--- config.mk ---
export PLATFORM = sky130hd
export DESIGN_NAME = sr_cmd_debouncer
export DESIGN_NICKNAME = d
export VERILOG_FILES = /design/src/rtl/sr_cmd_debouncer_pkg.sv /design/src/rtl/sr_cmd_debouncer_debounce_chan.sv /design/src/rtl/sr_cmd_debouncer.sv
export SDC_FILE = /design/constraint.sdc
export NUM_CORES = 1
export LEC_CHECK = 0
export CORE_MARGIN = 4
export CORE_UTILIZATION = 45
export DETAILED_ROUTE_END_ITERATION = 7
export HOLD_SLACK_MARGIN = 0.03
export PLACE_DENSITY = 0.75
export SLEW_MARGIN = 20
export SYNTH_ARGS = -nofsm -noshare
export SYNTH_HDL_FRONTEND = slang
export SYNTH_SLANG_ARGS = --single-unit
--- constraint.sdc ---
create_clock -name clk -period 3.05 [get_ports clk]
set_clock_uncertainty 0.2 [all_clocks]
set_input_delay 0.61 -clock clk [delete_from_list [all_inputs] [get_ports clk]]
set_output_delay 0.61 -clock clk [all_outputs]
set_load 0.05 [all_outputs]
--- src/rtl/sr_cmd_debouncer_pkg.sv ---
// sr_cmd_debouncer_pkg: shared channel FSM encoding and default parameter values
package sr_cmd_debouncer_pkg;

    typedef enum logic [1:0] {
        ST_IDLE = 2'd0,
        ST_RISE = 2'd1,
        ST_HIGH = 2'd2,
        ST_FALL = 2'd3
    } chan_state_e;

    localparam int SYNC_STAGES_DEF  = 2;
    localparam int DEBOUNCE_CNT_DEF = 4;
    localparam int CNT_W_DEF        = 3;
    localparam int CLR_PRIORITY_DEF = 1;

endpackage

--- src/rtl/sr_cmd_debouncer_debounce_chan.sv ---
// sr_cmd_debouncer_debounce_chan: synchroniser, debounce counter/FSM and rise pulse for one request line
module sr_cmd_debouncer_debounce_chan
    import sr_cmd_debouncer_pkg::*;
#(
    parameter int SYNC_STAGES  = SYNC_STAGES_DEF,
    parameter int DEBOUNCE_CNT = DEBOUNCE_CNT_DEF,
    parameter int CNT_W        = CNT_W_DEF
) (
    input  logic clk,
    input  logic reset,
    input  logic din,
    output logic lvl,
    output logic acc
);

    localparam logic [CNT_W-1:0] CNT_LAST = CNT_W'(DEBOUNCE_CNT - 1);
    localparam logic [CNT_W-1:0] CNT_ONE  = CNT_W'(1);
    localparam bit               SINGLE   = (DEBOUNCE_CNT == 1);

    logic [SYNC_STAGES-1:0] sync_q, sync_d;
    logic [CNT_W-1:0]       cnt_q, cnt_d;
    chan_state_e            state_q, state_d;
    logic                   sync_lvl;

    assign sync_lvl = sync_q[SYNC_STAGES-1];

    // shift the raw input through the synchroniser chain
    always_comb begin
        sync_d = {sync_q[SYNC_STAGES-2:0], din};
    end

    // state register: synchroniser, debounce counter and FSM state
    always_ff @(posedge clk or negedge reset) begin
        if (!reset) begin
            sync_q  <= '0;
            cnt_q   <= '0;
            state_q <= ST_IDLE;
        end else begin
            sync_q  <= sync_d;
            cnt_q   <= cnt_d;
            state_q <= state_d;
        end
    end

    // next state: count consecutive agreeing samples; any disagreement restarts the channel
    always_comb begin
        state_d = state_q;
        cnt_d   = cnt_q;
        case (state_q)
            ST_IDLE: begin
                if (sync_lvl) begin
                    state_d = SINGLE ? ST_HIGH : ST_RISE;
                    cnt_d   = SINGLE ? '0 : CNT_ONE;
                end
            end
            ST_RISE: begin
                if (!sync_lvl) begin
                    state_d = ST_IDLE;
                    cnt_d   = '0;
                end else if (cnt_q == CNT_LAST) begin
                    state_d = ST_HIGH;
                    cnt_d   = '0;
                end else begin
                    cnt_d = cnt_q + CNT_ONE;
                end
            end
            ST_HIGH: begin
                if (!sync_lvl) begin
                    state_d = SINGLE ? ST_IDLE : ST_FALL;
                    cnt_d   = SINGLE ? '0 : CNT_ONE;
                end
            end
            ST_FALL: begin
                if (sync_lvl) begin
                    state_d = ST_HIGH;
                    cnt_d   = '0;
                end else if (cnt_q == CNT_LAST) begin
                    state_d = ST_IDLE;
                    cnt_d   = '0;
                end else begin
                    cnt_d = cnt_q + CNT_ONE;
                end
            end
            default: begin
                state_d = ST_IDLE;
                cnt_d   = '0;
            end
        endcase
    end

    // outputs: debounced level from state, accept only on the transition into HIGH from below
    always_comb begin
        lvl = (state_q == ST_HIGH) || (state_q == ST_FALL);
        acc = sync_lvl && (((state_q == ST_RISE) && (cnt_q == CNT_LAST)) || (SINGLE && (state_q == ST_IDLE)));
    end

endmodule

--- src/rtl/sr_cmd_debouncer.sv ---
// sr_cmd_debouncer: debounced set/clear request front-end producing exclusive one-cycle s/r pulses
module sr_cmd_debouncer
    import sr_cmd_debouncer_pkg::*;
#(
    parameter int SYNC_STAGES  = SYNC_STAGES_DEF,
    parameter int DEBOUNCE_CNT = DEBOUNCE_CNT_DEF,
    parameter int CNT_W        = CNT_W_DEF,
    parameter int CLR_PRIORITY = CLR_PRIORITY_DEF
) (
    input  logic clk,
    input  logic reset,
    input  logic set_in,
    input  logic clr_in,
    output logic s,
    output logic r,
    output logic set_lvl,
    output logic clr_lvl,
    output logic conflict
);

    localparam bit CLR_WINS = (CLR_PRIORITY != 0);

    logic set_acc, clr_acc;
    logic s_q, s_d, r_q, r_d, conflict_q, conflict_d;

    sr_cmd_debouncer_debounce_chan #(
        .SYNC_STAGES (SYNC_STAGES),
        .DEBOUNCE_CNT(DEBOUNCE_CNT),
        .CNT_W       (CNT_W)
    ) u_set_chan (
        .clk  (clk),
        .reset(reset),
        .din  (set_in),
        .lvl  (set_lvl),
        .acc  (set_acc)
    );

    sr_cmd_debouncer_debounce_chan #(
        .SYNC_STAGES (SYNC_STAGES),
        .DEBOUNCE_CNT(DEBOUNCE_CNT),
        .CNT_W       (CNT_W)
    ) u_clr_chan (
        .clk  (clk),
        .reset(reset),
        .din  (clr_in),
        .lvl  (clr_lvl),
        .acc  (clr_acc)
    );

    // arbitration: same-cycle accepts keep only the priority side, the loser is dropped
    always_comb begin
        conflict_d = set_acc && clr_acc;
        s_d        = set_acc && !(clr_acc && CLR_WINS);
        r_d        = clr_acc && !(set_acc && !CLR_WINS);
    end

    // output registers for the pulses and conflict flag
    always_ff @(posedge clk or negedge reset) begin
        if (!reset) begin
            s_q        <= 1'b0;
            r_q        <= 1'b0;
            conflict_q <= 1'b0;
        end else begin
            s_q        <= s_d;
            r_q        <= r_d;
            conflict_q <= conflict_d;
        end
    end

    assign s        = s_q;
    assign r        = r_q;
    assign conflict = conflict_q;

endmodule

**After elaboration in Yosys (flattened, before gate mapping)**

Index checks and enable logic that the tools add are counted.
Widths: inputs -> output; s select.

- Add/sub/neg operators: 2
- Eq/ne operators: 16
- Multiplexer cells: 26
- Reduce and logical (&&, ||, !) cells: 15

Operators with widths:

| cell | count |
|---|---|
| $mux 3 | 10 |
| $mux 2 | 12 |
| $pmux 3 s4 | 2 |
| $pmux 2 s4 | 2 |
| $eq 2x2->1 const B | 4 |
| $reduce_and 4->1 | 2 |
| $add 3x1->3 const B | 2 |
| $eq 3x2->1 const B | 2 |
| $logic_and 1x1->1 | 6 |
| $ne 3x1->1 const B | 2 |
| $ne 3x3->1 const B | 2 |
| $eq 2x1->1 const B | 2 |
| $logic_not 2->1 | 2 |
| $ne 2x1->1 const B | 2 |
| $ne 2x2->1 const B | 2 |
| $reduce_and 2->1 | 2 |
| $logic_or 1x1->1 | 2 |
| $logic_not 1->1 | 1 |

- Flip-flop bits (word level): 17
- Input bits: 4
- Output and inout bits: 5
- Logic and storage cells: 68

**Depth between registers and ports, before layout**

Gate-level depths: netlist of run 1.

- Depth in word-level cells: 5
- Mapped depth: 4
- Mapped depth without buffers: 4

**Hierarchy**

A second synthesis of run 1 with hierarchy kept.

- Cell total of the unflattened synthesis: 53
- Area total of the unflattened synthesis: 686.9 um^2

By module, submodules not included:

| module | instances | cells an instance | area each (um^2) | seq. area each (um^2) |
|---|---|---|---|---|
| sr_cmd_debouncer_debounce_chan | 2 | 24 | 297.8 | 175.2 |
| sr_cmd_debouncer | 1 | 5 | 91.3 | 75.1 |

**Worst setup path before layout of run 1**

OpenSTA, ideal clock, no wires.

- Path type: reg2out
- From: register (tool-made name)
- To: output port clr_lvl
- Arrival: 0.879 ns
- Data required time: 2.240 ns
- Path slack: 1.361 ns
- Cell stages (with the launch flop): 2
- Buffers on the path: 1
- Cells stage by stage: dfrtp_1 -> clkbuf_1

RTL lines:

| item | line | RTL |
|---|---|---|
| end, declared | sr_cmd_debouncer.sv:17 | `output logic clr_lvl,` |

==> summary.md, run 1 <==
| Metric | Value |
|---|---|
| Vias/cell | roughly 5.2 |
| Yosys warns | 0 |
| Final number of hold-violating endpoints | 0 |
| Final instance area | 801 um^2 |
| Post-placement cell area | 773 um^2 |
| Minimum clock period | 2.39 ns |
| Top cells by instance count after synthesis | 17 x dfrtp_1, 4 x nor2_1, 3 x nand2_1, 3 x o21a_1, 3 x o21ai_0 |
| Placed insts | between 70 and 80 |
| Ant. Diodes | 0 |
| Slowest CP cell | clkdlybuf4s50_1 |
| Cell Chain, Critical Path | clkdlybuf4s50_1 |
| Synth area leaders | dfrtp_1 62%, ha_1 3.7%, mux2_2 3.3% |
| Postcts setup bufs | 0 |
| Die area | 0.00220 mm^2 |
| Post-cts resize count | 0 |
| Die Span Y | between 40 and 50 um |
| Worst-path fanout max | 6 |
| Final design utilization | 58.6% |
| Critical path endpoint category | output port |
| Worst EP arrival | 1.58 ns |
| Clock Power Share | 17.2% |
| Clk sinks | 17 |
| Average cell area after synthesis | ~13 um^2 |
| Status | completed |
| CTS clock-pin slew for the worst setup and hold paths | 0.10 ns |
| Fmax | 0.418 GHz |
| Fin nets | 69 |
| Non-filler cells, final | 77 |
| Core Rows | 13 |
| Global-route wire length before repair | 1.79 mm |
| Final WL | 1.03 mm |
| Synth Register Bits | 17 |
| Largest net degree at the start of global routing | 18 |
| Post-synthesis cell area | 682 um^2 |
| Dpl ws | approximately 0.98 ns |
| Worst hold start | u_set_chan.sync_q[0] |
| TritonCTS buffer count | 3 |
| CTS root buffer | clkbuf_4 |
| Gr usage total | 12.9% |
| Via count | 399 |
| Fin worst setup slack | 0.658 ns |
| Die W | 46.9 um |
| Share of the synthesized area in the top cell type | 62.4% |
| Switching pwr | 0.268 mW |
| Final setup fails | 0 |
| Setup crit start kind | flop |
| Hold Crit Class | reg2reg |
| Tot Pwr | between 0.7 and 0.8 mW |
| Slew Limit Fails | 0 |
| Number of top-level pins | 9 |
| Pre-antenna DRT Iters | 3 |
| Proportion of layout cells with a drive suffix above 1 | 14.5% |
| Crit path kind | reg2out |
| Number of synthesized flops with an enable pin | 0 |
| Worst VDD drop | 0.000368 V |
| Hold Slack | around 0.16 ns |
| Core ar. | 0.00137 mm^2 |
| Grt total ovfl | 0 |
| Cells after synthesis | 52 |
| Worst Max-Slew Pin Slew | 0.735 ns |
| CTS tree | built |
| Crit-path leading delay family | buffers and inverters |
| DRC Markers | 0 |
| Power Internal | between 0.4 and 0.5 mW |
| Antenna Violating Nets Remaining | 0 |
| Peak per-stage delay on the critical path | 0.84 ns |
| Top-count cell post-synth | dfrtp_1 |
| Top_reg_cell synth | dfrtp_1 |
| Register area share after synthesis | 62.4% |
| Initial drt markers | 13 |
| Starting Density | 49.9% |
| Required time worst endpoint | around 2.2 ns |
| R2r startpoint | u_set_chan.cnt_q[0] |
| Antenna violations before repair | 0 |
| Pwr Density | 884 mW/mm^2 |
| Max cap viols | 0 |
| Net switching fraction of the power | a little under two fifths |
| WL/cell | 13.4 um |
| # hold bufs at CTS | 0 |
| Distinct cell type count after synthesis | 23 |
| RePlAce Congestion | 0.680 |
| Sum Neg Setup Slack | 0 ns |
| Tcrit/Tclk final | 78.4% |
| Leak Pwr | 0.350 nW |
| Worst path bufs/invs | 1 |
| Port bufs | 8 |
| Deepest clock path buffer count | 2 |
| H-tree depth | 1 |
| Post-synth net total | between 50 and 60 |
| Sequential share of power | 47.7% |
| Area growth from synthesis to layout | 17.4% |
| RSZ-0062 raised after global routing | no |
| Slew margin rel. | roughly 51% |
| Vias in the first global route | 373 |
| Ys async rst share | 100% |
| Synth area leader | dfrtp_1 |
| Clock Latency Late Sink | 0.29 ns |
| Logic pwr share | 35.1% |
placed cells by master, fill, tap and decap left out:
cell / instances
o21ai_0: 3
nand3b_1: 1
nand2_1: 3
ha_1: 2
dfrtp_1: 17
xor2_1: 1
xor2_2: 1
nor2_1: 4
a21oi_1: 1
nor2b_2: 1
clkinv_2: 1
nor3b_2: 1
clkbuf_4: 3
xnor2_1: 1
nor2b_1: 1
o2bb2ai_1: 1
clkdlybuf4s50_1: 8
nor4b_1: 1
nor3b_1: 1
nand4b_1: 2
a22o_1: 1
o21a_1: 3
and2_1: 1
mux2_2: 2
nand2b_1: 1
final timing paths:
| kind | endpoint | slack [ns] | depth (start not counted) |
|---|---|---|---|
| hold / removal | u_set_chan.sync_q[1] | 0.16 | 0 |
| min in group asynchronous | u_clr_chan.cnt_q[1] | 0.54 | 1 |
| setup reg to reg | flop | 1.55 | 4 |
| max in group asynchronous | u_set_chan.sync_q[0] | 1.64 | 1 |
| setup / recovery | clr_lvl | 0.66 | 1 |
| hold reg to reg | u_set_chan.sync_q[1] | 0.16 | 0 |
area by class of cell:
class / instances / area (um^2)
clock inverter: 1 / 5.00
sequential: 17 / 425
timing repair buffer: 8 / 80.1
multi-input combinational: 33 / 249
fill: 119 / 566
tap: 15 / 18.8
clock buffer: 3 / 22.5
power by group through the flow:
stage	clock network, mW	logic [mW]	registers (mW)
finish	0.122	0.248	0.337
global route	0.137	0.277	0.349
CTS	0.129	0.251	0.338
detailed placement	0	0.252	0.342
global placement	0	0.243	0.338
floorplan	0	0.192	0.334
metal layers:
metal  track usage, %  up-vias  part of all wire, %
met2             17.9        6                   45
li1                 -      202                    -
met3             3.45        2                  4.0
met5                0        -                    0
met4             11.6        0                  1.5
met1             16.2      189                   49
kinds of logic after synthesis:
| family | count (synthesis) | synth area share, % |
|---|---|---|
| xor gates and xnor gates | 3 | 4.96 |
| adders and majority gates | 2 | 3.67 |
| buffers and inverters | 2 | 1.10 |
| and+or+nand+nor | 17 | 15.8 |
| AOI/OAI and AO/OA | 9 | 8.81 |
| muxes | 2 | 3.30 |
| DFF | 17 | 62.4 |
Power figures use the tool's default switching activity.
==> run 2, diff against run 1 <==
==> constraint.sdc (replaced) <==
create_clock -name clk -period 2.39 [get_ports clk]
set_clock_uncertainty 0.2 [all_clocks]
set_input_delay 0.478 -clock clk [delete_from_list [all_inputs] [get_ports clk]]
set_output_delay 0.478 -clock clk [all_outputs]
set_load 0.05 [all_outputs]
==> summary.md, run 2 (synthesized netlist as in run 1, its figures left out) <==
| Metric | Value |
|---|---|
| Peak per-stage delay on the critical path | 0.84 ns |
| Core Rows | 13 |
| Most common cell after layout, fill and taps aside | dfrtp_1 |
| Fmax | 0.440 GHz |
| Die Span Y | 46.9 um |
| Minimum clock period | 2.27 ns |
| Vias in the first global route | 386 |
| Deepest clock path buffer count | 2 |
| Final WL | 1.03 mm |
| Final setup fails | 0 |
| Worst EP arrival | 1.60 ns |
| Starting Density | between 40 and 50% |
| Logic pwr share | 35.4% |
| Area growth from synthesis to layout | 18.3% |
| Fin nets | 70 |
| Net switching fraction of the power | a little under two fifths |
| # hold bufs at CTS | 0 |
| Slew margin rel. | 67.0% |
| Worst VDD drop | 0.000623 V |
| RePlAce Congestion | 0.682 |
| Required time worst endpoint | 1.71 ns |
| Detailed Place HPWL | 744 um |
| Clk sinks | 17 |
| Worst-path fanout max | 6 |
| Postcts setup bufs | 0 |
| Largest net degree at the start of global routing | 18 |
| Worst hold start | u_set_chan.sync_q[0] |
| Hold Crit Class | reg2reg |
| Gr usage total | between 10% and 20% |
| Sequential share of power | 48.0% |
| Setup crit start kind | flop |
| Ant. Diodes | 0 |
| RSZ-0062 raised after global routing | no |
| Worst Max-Slew Pin Slew | approximately 0.49 ns |
| Clock Power Share | 16.7% |
| Sum Neg Setup Slack | 0 ns |
| Proportion of layout cells with a drive suffix above 1 | 14.3% |
| Antenna Violating Nets Remaining | 0 |
| Via count | 430 |
| Leak Pwr | 0.352 nW |
| Initial drt markers | 10 |
| CTS tree | built |
| Final design utilization | 59.1% |
| Post-cts resize count | 0 |
| Port bufs | 8 |
| Number of top-level pins | 9 |
| Die area | 0.00220 mm^2 |
| Slew Limit Fails | 0 |
| Final instance area | 807 um^2 |
| Critical path endpoint category | output port |
| Slowest CP cell | clkdlybuf4s50_1 |
| CTS root buffer | clkbuf_4 |
| Core ar. | 0.00137 mm^2 |
| DRC Markers | 0 |
| Pre-antenna DRT Iters | 4 |
| H-tree depth | 1 |
| CTS clock-pin slew for the worst setup and hold paths | 0.09 ns |
| Worst path bufs/invs | 1 |
| Global-route wire length before repair | 1.68 mm |
| Cell Chain, Critical Path | clkdlybuf4s50_1 |
| Tcrit/Tclk final | 95.1% |
| Hold Slack | about 0.16 ns |
| Switching pwr | 0.336 mW |
| Status | completed |
| Vias/cell | ~5.5 |
| Grt total ovfl | 0 |
| Most frequent cells in the layout | 17 x dfrtp_1, 8 x clkdlybuf4s50_1, 4 x nor2_1 |
| R2r startpoint | u_clr_chan.cnt_q[0] |
| Post-placement cell area | 781 um^2 |
| Final number of hold-violating endpoints | 0 |
| Max cap viols | 0 |
| Tot Pwr | approximately 0.90 mW |
| Power Internal | 0.565 mW |
| WL/cell | 13.2 um |
| Clock Latency Late Sink | 0.29 ns |
| Crit-path leading delay family | buffers and inverters |
| Pwr Density | between 1000 and 1500 mW/mm^2 |
| Die W | 46.9 um |
| Crit path kind | reg2out |
| TritonCTS buffer count | 3 |
| Antenna violations before repair | 0 |
run 2: cell count changes in the layout (fill, tap and decap cells not counted), sizes merged:
cell    previous run  this run
buf                0         1
clkinv             1         0
clkbuf             3         4
run 2: power by group through the flow:
stage	logic [mW]	registers [mW]	clock network (mW)
after floorplan	0.246	0.427	0
after global placement	0.311	0.432	0
after detailed placement	0.322	0.436	0
after CTS	0.323	0.430	0.154
after global routing	0.345	0.442	0.169
final	0.319	0.433	0.150
run 2: path summary, 6_finish.rpt:
check	slack (ns)	cells after the start	end
worst min register to register	0.16	0	u_set_chan.sync_q[1]
min in group asynchronous	0.30	2	u_set_chan.sync_q[1]
max in group asynchronous	1.51	2	u_clr_chan.cnt_q[1]
worst max-delay path	0.12	1	clr_lvl
worst max register to register	0.89	4	s
worst min-delay path	0.16	0	u_set_chan.sync_q[1]
run 2: final cells by class:
type | count | area (um^2)
Fill cell | 113 | 559
Sequential cell | 17 | 425
Multi-Input combinational cell | 33 | 249
Timing Repair Buffer | 9 | 87.6
Clock buffer | 4 | 26.3
Tap cell | 15 | 18.8
run 2: layer usage:
layer  global-route usage, %  up-vias  wire length, um
met2                    17.1       11              448
li1                        -      202                -
met3                    3.45        5               48
met1                    14.8      212              487
met4                    11.6        0               42
met5                       0        -                0
run 2: through the flow:
stage / worst slack (ns) / cells
floorplan: 0.833 / 52
global placement: 0.458 / 74
detailed placement: 0.443 / 74
CTS: 0.118 / 78
global route: 0.0808 / 78
finish: 0.116 / 78
==> run 3, diff against run 2 <==
--- a/config.mk
+++ b/config.mk
@@ -5,7 +5,7 @@
 export SDC_FILE = /design/constraint.sdc
 export NUM_CORES = 1
 export LEC_CHECK = 0
-export CORE_MARGIN = 4
+export CORE_MARGIN = 8
 export CORE_UTILIZATION = 45
 export DETAILED_ROUTE_END_ITERATION = 7
 export HOLD_SLACK_MARGIN = 0.03
==> summary.md, run 3 (synthesized netlist as in run 1, its figures left out) <==
| Metric | Value |
|---|---|
| Status | completed |
| RSZ-0062 raised after global routing | no |
| Non-filler cells, final | 79 |
| Area growth from synthesis to layout | 18.5% |
| Pwr Density | 1110 mW/mm^2 |
| Fillcell total | 134 |
| Peak per-stage delay on the critical path | 0.84 ns |
| Gr usage total | 8.15% |
| Global-route wire length before repair | 1.72 mm |
| Hold Crit Class | reg2reg |
| Leak Pwr | 0.352 nW |
| Crit-path leading delay family | buffers and inverters |
| Most frequent cells in the layout | 17 x dfrtp_1, 8 x clkdlybuf4s50_1, 4 x nor2_1 |
| Vias/cell | approximately 5.4 |
| Final WL | 980 um |
| Setup crit start kind | flop |
| Fin worst setup slack | 0.126 ns |
| Vias in the first global route | 397 |
| Critical path endpoint category | output port |
| CTS root buffer | clkbuf_4 |
| RePlAce Congestion | about 0.75 |
| CTS clock-pin slew for the worst setup and hold paths | 0.10 ns |
| Final setup fails | 0 |
| Placed insts | 75 |
| Port bufs | 8 |
| Worst-path fanout max | 6 |
| Die Span Y | between 50 and 60 um |
| Via count | 423 |
| Ant. Diodes | 0 |
| Final design utilization | 54.9% |
| WL/cell | 12.4 um |
| Slew margin rel. | 66.9% |
| Tcrit/Tclk final | between 90 and 100% |
| H-tree depth | 1 |
| Required time worst endpoint | 1.71 ns |
| Final number of hold-violating endpoints | 0 |
| Worst path bufs/invs | 1 |
| Hold Slack | 0.163 ns |
| Proportion of layout cells with a drive suffix above 1 | 14.3% |
| Dpl ws | 0.439 ns |
| Max cap viols | 0 |
| Core ar. | 0.00147 mm^2 |
| Worst EP arrival | 1.59 ns |
| Fmax | 0.442 GHz |
| Crit path kind | reg2out |
| Antenna Violating Nets Remaining | 0 |
| CTS tree | built |
| Most common cell after layout, fill and taps aside | dfrtp_1 |
| Core Rows | 14 |
| Detailed Place HPWL | 728 um |
| DRC Markers | 0 |
| Postcts setup bufs | 0 |
| Starting Density | between 40% and 50% |
| Deepest clock path buffer count | 2 |
| Largest net degree at the start of global routing | 18 |
| Die W | 54.9 um |
| Initial drt markers | 6 |
| Pre-antenna DRT Iters | 3 |
| Worst VDD drop | roughly 0.00052 V |
| TritonCTS buffer count | 3 |
| Die area | 0.00302 mm^2 |
| # hold bufs at CTS | 0 |
| Fin nets | 70 |
| Clk sinks | 17 |
| Post-cts resize count | 0 |
| Sum Neg Setup Slack | 0 ns |
| Slowest CP cell | clkdlybuf4s50_1 |
| Antenna violations before repair | 0 |
| Number of top-level pins | 9 |
| Cell Chain, Critical Path | clkdlybuf4s50_1 |
| Grt total ovfl | 0 |
| Worst Max-Slew Pin Slew | 0.495 ns |
| Minimum clock period | 2.26 ns |
| Slew Limit Fails | 0 |
| Clock Latency Late Sink | 0.29 ns |
run 3: cell counts in the layout (fill, tap and decap cells not counted):
No cell type changed its count.
run 3: per-stage QoR:
stage	power, mW	cell area, um^2
after global placement	0.743	782
final	0.893	808
after floorplan	0.672	682
after global routing	0.958	808
after CTS	0.903	808
after detailed placement	0.754	782
run 3: cell type report:
type,instances,area [um^2],area share [%]
Sequential cell,17,425,52.6
Timing Repair Buffer,9,87.6,10.8
Clock buffer,4,26.3,3.25
Multi-Input combinational cell,33,249,30.8
Tap cell,16,20.0,2.48
run 3: layer usage:
layer,global-route usage [%],wire length [um]
met1,10.8,488
met2,10.4,402
met3,3.21,59
met4,6.00,29
met5,0,0
run 3: worst paths after layout:
kind	start	to	slack, ns	cells after the start
hold reg to reg	u_set_chan.sync_q[0]	u_set_chan.sync_q[1]	0.16	0
max in group asynchronous	reset	u_set_chan.cnt_q[1]	1.51	2
min in group asynchronous	reset	u_clr_chan.sync_q[0]	0.30	2
setup reg to reg	u_set_chan.cnt_q[0]	flop	0.89	4
setup / recovery	flop	clr_lvl	0.13	1
hold / removal	u_set_chan.sync_q[0]	u_set_chan.sync_q[1]	0.16	0
run 3: power by group:
part | total [mW] | switching (mW) | internal (mW)
clock | 0.151 | 0.0861 | 0.0649
combinational | 0.313 | 0.169 | 0.144
sequential | 0.429 | 0.0730 | 0.356
total | 0.893 | 0.328 | 0.565
